**config.mk**
```make
export PLATFORM = sky130hd
export DESIGN_NAME = axi_lite_a32_d32_master_ll_tx
export DESIGN_NICKNAME = d
export VERILOG_FILES = /design/src/rtl/axi_lite_a32_d32_master_ll_tx.sv
export SDC_FILE = /design/constraint.sdc
export NUM_CORES = 1
export LEC_CHECK = 0
export CORE_ASPECT_RATIO = 1.1
export CORE_MARGIN = 2
export CORE_UTILIZATION = 61
export DETAILED_ROUTE_END_ITERATION = 16
export PLACE_DENSITY = 0.85
export SLEW_MARGIN = 20
export SYNTH_ARGS = -nofsm -noshare
export SYNTH_HDL_FRONTEND = slang
export SYNTH_SLANG_ARGS = --single-unit
```
**constraint.sdc**
```tcl
create_clock -name clk_wr -period 4.38 [get_ports clk_wr]
set_input_delay 1.095 -clock clk_wr [delete_from_list [all_inputs] [get_ports clk_wr]]
set_output_delay 1.095 -clock clk_wr [all_outputs]
set_load 0.02 [all_outputs]
```
**src/rtl/axi_lite_a32_d32_master_ll_tx.sv**
```systemverilog
// Credit-based link transmitter for the AR, AW and W channels of an AXI-Lite master.
// Optional macro AXI_LITE_LL_TX_CREDIT_ERR_EN enables the sticky credit_err flags.

module axi_lite_ll_tx_chan #(
  parameter int DATA_W      = 32,
  parameter int FIFO_DEPTH  = 4,
  parameter int INIT_CREDIT = 8
) (
  input  logic              clk,
  input  logic              rst_n,
  input  logic              online,
  input  logic              vld,
  input  logic [DATA_W-1:0] din,
  output logic              ready,
  input  logic              rx_credit,
  output logic              push,
  output logic [DATA_W-1:0] dout,
  output logic              err
);
  localparam int AW = (FIFO_DEPTH > 1) ? $clog2(FIFO_DEPTH) : 1;
  localparam logic [AW:0] DEPTH_C = (AW+1)'(FIFO_DEPTH);
  localparam logic [3:0] INIT_C = 4'(INIT_CREDIT);

  logic [DATA_W-1:0] mem [FIFO_DEPTH];
  logic [AW-1:0]     wptr;
  logic [AW-1:0]     rptr;
  logic [AW:0]       occ;
  logic [3:0]        credit;
  logic              started;
  logic              wr;
  logic              pop;

  // Ready comes from registered state only; held low until the first edge out of reset.
  assign ready = started && (occ < DEPTH_C);
  assign wr    = vld && ready;
  assign pop   = (occ != '0) && (credit != 4'd0) && online;

  always_ff @(posedge clk) begin
    if (wr) mem[wptr] <= din;
  end

  always_ff @(posedge clk or negedge rst_n) begin
    if (!rst_n) begin
      started <= 1'b0;
      wptr    <= '0;
      rptr    <= '0;
      occ     <= '0;
    end else begin
      started <= 1'b1;
      if (wr)  wptr <= wptr + 1'b1;
      if (pop) rptr <= rptr + 1'b1;
      case ({wr, pop})
        2'b10:   occ <= occ + 1'b1;
        2'b01:   occ <= occ - 1'b1;
        default: occ <= occ;
      endcase
    end
  end

  // Returned credits saturate at the initial far-end buffer size.
  always_ff @(posedge clk or negedge rst_n) begin
    if (!rst_n) begin
      credit <= INIT_C;
    end else begin
      case ({pop, rx_credit})
        2'b10:   credit <= credit - 4'd1;
        2'b01:   credit <= (credit == INIT_C) ? credit : credit + 4'd1;
        default: credit <= credit;
      endcase
    end
  end

  always_ff @(posedge clk or negedge rst_n) begin
    if (!rst_n) begin
      push <= 1'b0;
      dout <= '0;
    end else begin
      push <= pop;
      if (pop) dout <= mem[rptr];
    end
  end

`ifdef AXI_LITE_LL_TX_CREDIT_ERR_EN
  logic err_q;
  always_ff @(posedge clk or negedge rst_n) begin
    if (!rst_n) begin
      err_q <= 1'b0;
    end else if (rx_credit && !pop && (credit == INIT_C)) begin
      err_q <= 1'b1;
    end
  end
  assign err = err_q;
`else
  assign err = 1'b0;
`endif

endmodule

module axi_lite_a32_d32_master_ll_tx #(
  parameter int FIFO_DEPTH  = 4,
  parameter int INIT_CREDIT = 8
) (
  input  logic        clk_wr,
  input  logic        rst_wr_n,
  input  logic        tx_online,
  input  logic        user_ar_lite_vld,
  input  logic        user_aw_lite_vld,
  input  logic        user_w_lite_vld,
  input  logic [31:0] txfifo_ar_lite_data,
  input  logic [31:0] txfifo_aw_lite_data,
  input  logic [35:0] txfifo_w_lite_data,
  output logic        user_ar_lite_ready,
  output logic        user_aw_lite_ready,
  output logic        user_w_lite_ready,
  output logic        tx_ar_push,
  output logic        tx_aw_push,
  output logic        tx_w_push,
  output logic [31:0] tx_ar_data,
  output logic [31:0] tx_aw_data,
  output logic [35:0] tx_w_data,
  input  logic        rx_ar_credit,
  input  logic        rx_aw_credit,
  input  logic        rx_w_credit,
  output logic [2:0]  credit_err
);
  logic err_ar;
  logic err_aw;
  logic err_w;

  axi_lite_ll_tx_chan #(.DATA_W(32), .FIFO_DEPTH(FIFO_DEPTH), .INIT_CREDIT(INIT_CREDIT)) u_ar (
    .clk(clk_wr), .rst_n(rst_wr_n), .online(tx_online),
    .vld(user_ar_lite_vld), .din(txfifo_ar_lite_data), .ready(user_ar_lite_ready),
    .rx_credit(rx_ar_credit), .push(tx_ar_push), .dout(tx_ar_data), .err(err_ar)
  );

  axi_lite_ll_tx_chan #(.DATA_W(32), .FIFO_DEPTH(FIFO_DEPTH), .INIT_CREDIT(INIT_CREDIT)) u_aw (
    .clk(clk_wr), .rst_n(rst_wr_n), .online(tx_online),
    .vld(user_aw_lite_vld), .din(txfifo_aw_lite_data), .ready(user_aw_lite_ready),
    .rx_credit(rx_aw_credit), .push(tx_aw_push), .dout(tx_aw_data), .err(err_aw)
  );

  axi_lite_ll_tx_chan #(.DATA_W(36), .FIFO_DEPTH(FIFO_DEPTH), .INIT_CREDIT(INIT_CREDIT)) u_w (
    .clk(clk_wr), .rst_n(rst_wr_n), .online(tx_online),
    .vld(user_w_lite_vld), .din(txfifo_w_lite_data), .ready(user_w_lite_ready),
    .rx_credit(rx_w_credit), .push(tx_w_push), .dout(tx_w_data), .err(err_w)
  );

  assign credit_err = {err_w, err_aw, err_ar};

endmodule

```
# After elaboration in Yosys (flattened, before gate mapping)
# Memories as Yosys holds them, arrays and structs flattened. A register that Yosys moved wholly into a read port is not among the register bits.
# Cells that the tools add are included.
# W data, S select, Z words.
dict set report op_classes {
  add_sub_neg 18
  magnitude_cmp 3
  mux 15
  reduce_logical 30
  eq_ne 18
}
# op count
set ops {}
lappend ops {{$pmux W4 S2} 3}
lappend ops {{$pmux W3 S2} 3}
lappend ops {{$add A2 B1 Y2 const B} 6}
lappend ops {{$add A4 B1 Y4 const B} 3}
lappend ops {{$eq A2 B1 Y1 const B} 6}
lappend ops {{$eq A2 B2 Y1 const B} 6}
lappend ops {{$eq A4 B4 Y1 const B} 3}
lappend ops {{$logic_and A1 B1 Y1} 12}
lappend ops {{$mux W4} 3}
lappend ops {{$reduce_bool A2 Y1} 6}
lappend ops {{$reduce_bool A4 Y1} 3}
lappend ops {{$sub A4 B1 Y4 const B} 3}
lappend ops {{$add A3 B1 Y3 const B} 3}
lappend ops {{$lt A3 B3 Y1 const B} 3}
lappend ops {{$reduce_bool A3 Y1} 3}
lappend ops {{$sub A3 B1 Y3 const B} 3}
lappend ops {{$mux W1} 6}
lappend ops {{$ne A2 B2 Y1 const B} 3}
lappend ops {{$reduce_and A2 Y1} 3}
lappend ops {{$logic_not A1 Y1} 3}
dict set report word_totals {
  regBits 37
  output_inout_bits 109
  ramBits 400
  inputBits 109
  word_cells 103
  n_memories 3
}
# memory depth width read_ports rd_clocked_by_memory_dff write_ports line_no
set memory_table {}
lappend memory_table {u_w.mem 4 36 1 1 1 24} ;# logic [DATA_W-1:0] mem [FIFO_DEPTH];
lappend memory_table {u_ar.mem 4 32 1 1 1 24}
lappend memory_table {u_aw.mem 4 32 1 1 1 24}

# Longest topological paths before layout
dict set report logic_depth {
  word_depth 6
  depth_mapped 10
  ltp_nobuf 9
}

# Modules after synthesis
# Synthesis repeated with hierarchy kept, for this count alone.
dict set report hier_totals {
  hier_cells 980
  area_unflattened_um2 20920.1
}
# mod seq_area_each_um2 n_inst area_each_um2 cells_each
set modules_own_cells {}
lappend modules_own_cells {{axi_lite_ll_tx_chan (u_ar ...)} 4971.0 2 6755.2 316}
lappend modules_own_cells {{axi_lite_ll_tx_chan (u_w)} 5551.6 1 7387.1 345}
lappend modules_own_cells {axi_lite_a32_d32_master_ll_tx 0.0 1 22.5 3}

# Least setup slack after synthesis
# Ideal clock, no wire load.
dict set report synth_path {
  kind {input port to flip-flop}
  start {input rx_aw_credit}
  end {register u_aw.credit[3]}
  setup_slack_ps 1589
  setup_time_ps 81
  t_arrival_ps 2710
  cell_stages 7
  required_time_ps 4299
  path_cell_list {clkbuf_1 > o21ai_0 > ha_1 > a21oi_1 > nand2_1 > or4_1 > o211ai_1}
}
dict set report synth_between {
  elab_chain_len 3
  word_cells_on_any_way 6
  classes_between {eq/ne (3); mux (1); reduce/logical (2)}
}
# element line_no
set synth_lines {}
lappend synth_lines {{from (decl)} 122} ;# input logic rx_aw_credit,
lappend synth_lines {{$eq A2 B1 Y1 / $eq A2 B2 Y1 (equally long branches)} 65} ;# case ({pop, rx_credit})
lappend synth_lines {{$ne A2 B2 Y1 (no source line) / $reduce_bool A2 Y1 (equally long branches)} --}
lappend synth_lines {{$reduce_and A2 Y1 (no source line)} --}
lappend synth_lines {{to (signal assigned)} 66} ;# 2'b10: credit <= credit - 4'd1;
lappend synth_lines {{to (signal assigned)} 67} ;# 2'b01: credit <= (credit == INIT_C) ? credit : credit + 4'd1;
lappend synth_lines {{to (signal assigned)} 68} ;# default: credit <= credit;
lappend synth_lines {{to (decl)} 28} ;# logic [3:0] credit;
# Parallel ways exist; a longest one is shown, timed or not.
# A chain may end at the register's enable or synchronous reset.

# Worst setup path in the final report
dict set report layout_path {
  start {input tx_online}
  end {register u_aw.credit[3]}
}
dict set report layout_between {
  elab_chain_len 4
  word_cells_on_any_way 7
  classes_between {eq/ne (3); mux (1); reduce/logical (3)}
}
# element line_no
set layout_lines {}
lappend layout_lines {{from (decl)} 105} ;# input logic tx_online,
lappend layout_lines {{$logic_and A1 B1 Y1 (*)} 36} ;# assign pop = (occ != '0) && (credit != 4'd0) && online;
lappend layout_lines {{$eq A2 B1 Y1 / $eq A2 B2 Y1 (equally long branches)} 65}
lappend layout_lines {{$ne A2 B2 Y1 (no source line) / $reduce_bool A2 Y1 (equally long branches)} --}
lappend layout_lines {{$reduce_and A2 Y1 (no source line)} --}
# Every way passes the cells marked *; elsewhere a longest branch is shown, timed or not.

==> impl_results.md <==
- Ys Warns: 0
- Row count: 70
- Biggest area consumer among synthesized cells: edfxtp_1
- Port bufs: 214
- Hold crit path type: flop to flop
- Clk pin slew, worst setup/hold paths: 60 ps
- Gr usage total: 23.9%
- Synth cell count leaders: edfxtp_1, dfrtp_1, mux4_2, mux2_2, inv_1
- Main synth FF type: edfxtp_1
- Io pins: 218
- Vias per cell: 5.94
- Critical path start-end classification: primary input to flop
- Core region area: 33300 um2
- Cts-stage hold buffer count: 0
- CTS tree: built
- Pin count of the biggest net entering global routing: 67
- CTS buffer count: 52
- Synth-to-Final Area Change: 21.2%
- Clock Sink Count: 537
- Vias: 10097
- Die ar.: 35200 um2
- DR DRC count: 0
- First-pass GRT wire length: 62600 um
- Post-synthesis cell type count: 37
- Initial core utilization: 61.8%
- Die X: 179 um
- Power per cell area: 687 nW/um2
- Fin crit period: 3340 ps
- Layout Utilization: 75.0%
- Nets: 1356
- Async SR Flop Fraction: 25.5%
- Critical Path AT: 3820 ps
- Post-synth EDFFs: 400
- Root Driver: clkbuf_16
- Largest cells by area after synthesis: edfxtp_1, dfrtp_1, mux4_2, mux2_2, ha_1
- HPWL Detailed: 23900 um
- Final worst slack: 1040 ps
- Max-cap violations: 0
- DR pass1 iterations: 5
- WL final: 40700 um
- Initial antenna violation count: 3
- Final worst path period share: 76.3%
- Max-slew headroom: 30.9%
- Leak pwr: 8.72 nW
- Slew @ Worst Pin: 1040 ps
- Detailed Route Iter0 Violations: 626
- Grt ovf: 0
- FMAX: 0.299 GHz
- Setup Skew: 13.5 ps
- Tot Pwr: 17.1 mW
- Final Wtd Congestion: 0.744
- Antenna Nets Post-Route: 0
- Post-CTS Setup Inserts: 0
- CP required: 4860 ps
- Crit start category: primary input
- Post-CTS sizing: 0
- RSZ-0062 raised after global routing: no
- Later-pin clock latency in the skew report: 560 ps
- Worst slack, placed: 502 ps
- R2R Setup Slk: 1640 ps
- Maximum vdd ir drop: 0.526 mV
- Max FO, Critical Path: 6
- Die height: 197 um
- H-tree levels: 2
- Cell area after synthesis: 20600 um2
- Synth Register Bits: 537
- Yosys top cell area share: 58.4%
- Vias in the first global route: 10986
- Layout cell share with drive strength beyond 1: 25.6%
- Status: complete, no violations
- Synthesized instance count: 973
- Final setup violation count: 0
- Max Root-Sink Buffers: 3
- Critical Path Sink Type: flop
- Final setup TNS: 0 ps
- Final Hold Vio Count: 0
- Register area share after synthesis: 75.0%
- Top-count cell post-synth: edfxtp_1
- WL per Instance: 24.0 um
- Avg Cell Area, Syn: 21.2 um2
- Slew Limit Fails: 0
cell type report:
| class | count | area [um2] |
|---|---|---|
| Antenna cell | 3 | 7.51 |
| Clock buffer | 72 | 1440 |
| Clock inverter | 26 | 338 |
| Fill cell | 1787 | 8330 |
| Inverter | 24 | 90.1 |
| Multi-Input combinational cell | 374 | 4820 |
| Sequential cell | 537 | 15400 |
| Tap cell | 432 | 541 |
| Timing Repair Buffer | 231 | 2270 |
where the power goes:
group | internal, mW | switching (mW)
clock | 2.77 | 1.84
sequential | 6.46 | 0.816
combinational | 2.82 | 2.44
flip-flops by register name, indices dropped and copies added (netlist names), 3 cells and up:
| register | count |
|---|---|
| u_ar.occ | 3 |
| u_aw.mem | 128 |
| u_aw.occ | 3 |
| u_ar.mem | 128 |
| u_w.dout | 36 |
| u_ar.credit | 4 |
| u_w.occ | 3 |
| u_aw.dout | 32 |
| u_w.credit | 4 |
| u_ar.dout | 32 |
| u_aw.credit | 4 |
| u_w.mem | 144 |
cells in the final DEF, fill, tap and decap left out, types with 10 or more instances in the layout:
master	instances
edfxtp_1	400
clkdlybuf4s50_1	213
dfrtp_1	131
mux4_2	100
mux2_2	96
clkbuf_16	53
inv_1	24
ha_1	21
buf_4	17
xnor2_1	15
clkbuf_1	15
o21ai_0	14
nor2_1	12
nand2_1	11
clkinv_2	10
layer usage:
layer / GRT usage [%] / up-vias / routed length [um]
met4: 7.47 / 2 / 1030
met3: 5.38 / 72 / 2760
met1: 30.9 / 5328 / 16000
met2: 40.6 / 328 / 20900
met5: 0 / - / 16
li1: - / 4367 / -
per-stage QoR:
stage          hold WS [ps]  std cells  instance area [um2]
6_report                505       1699                25000
3_5_place_dp            495       1598                23200
4_1_cts                 508       1696                24900
3_3_place_gp            489       1598                23200
5_1_grt                 525       1698                25000
2_1_floorplan           501        975                20600
worst paths after layout:
path / startpoint / endpoint / cells after the start
max reg2reg: u_aw.credit[0]$_DFFE_PN0P_ / u_aw.credit[3]$_DFFE_PN1P_ / 7
max in group asynchronous: rst_wr_n / u_w.credit[3]$_DFFE_PN1P_ / 2
max: tx_online / u_aw.credit[3]$_DFFE_PN1P_ / 8
min reg2reg: u_aw.dout[26]$_DFFE_PN0P_ / u_aw.dout[26]$_DFFE_PN0P_ / 1
min in group asynchronous: rst_wr_n / u_aw.dout[12]$_DFFE_PN0P_ / 1
min: u_aw.dout[26]$_DFFE_PN0P_ / u_aw.dout[26]$_DFFE_PN0P_ / 1
critical path: stages:
cell and delay, ps:
clkdlybuf4s50_1 720, o31ai_2 210, o21ai_0 460, ha_1 370, a21oi_1 210, nand2_1 120, or4_1 420, o211ai_1 210
logic make-up after synthesis:
family / count (synthesis) / share of synthesized area, %
muxes: 204 / 16.8
adders and majority gates: 27 / 1.86
AOI/OAI and AO/OA: 53 / 1.80
xor gates and xnor gates: 24 / 1.02
and+or+nand+nor: 62 / 1.79
other: 2 / 0.0365
buffers and inverters: 64 / 1.71
DFF: 537 / 75.0
Note: power is estimated with default switching activity, not from simulation.
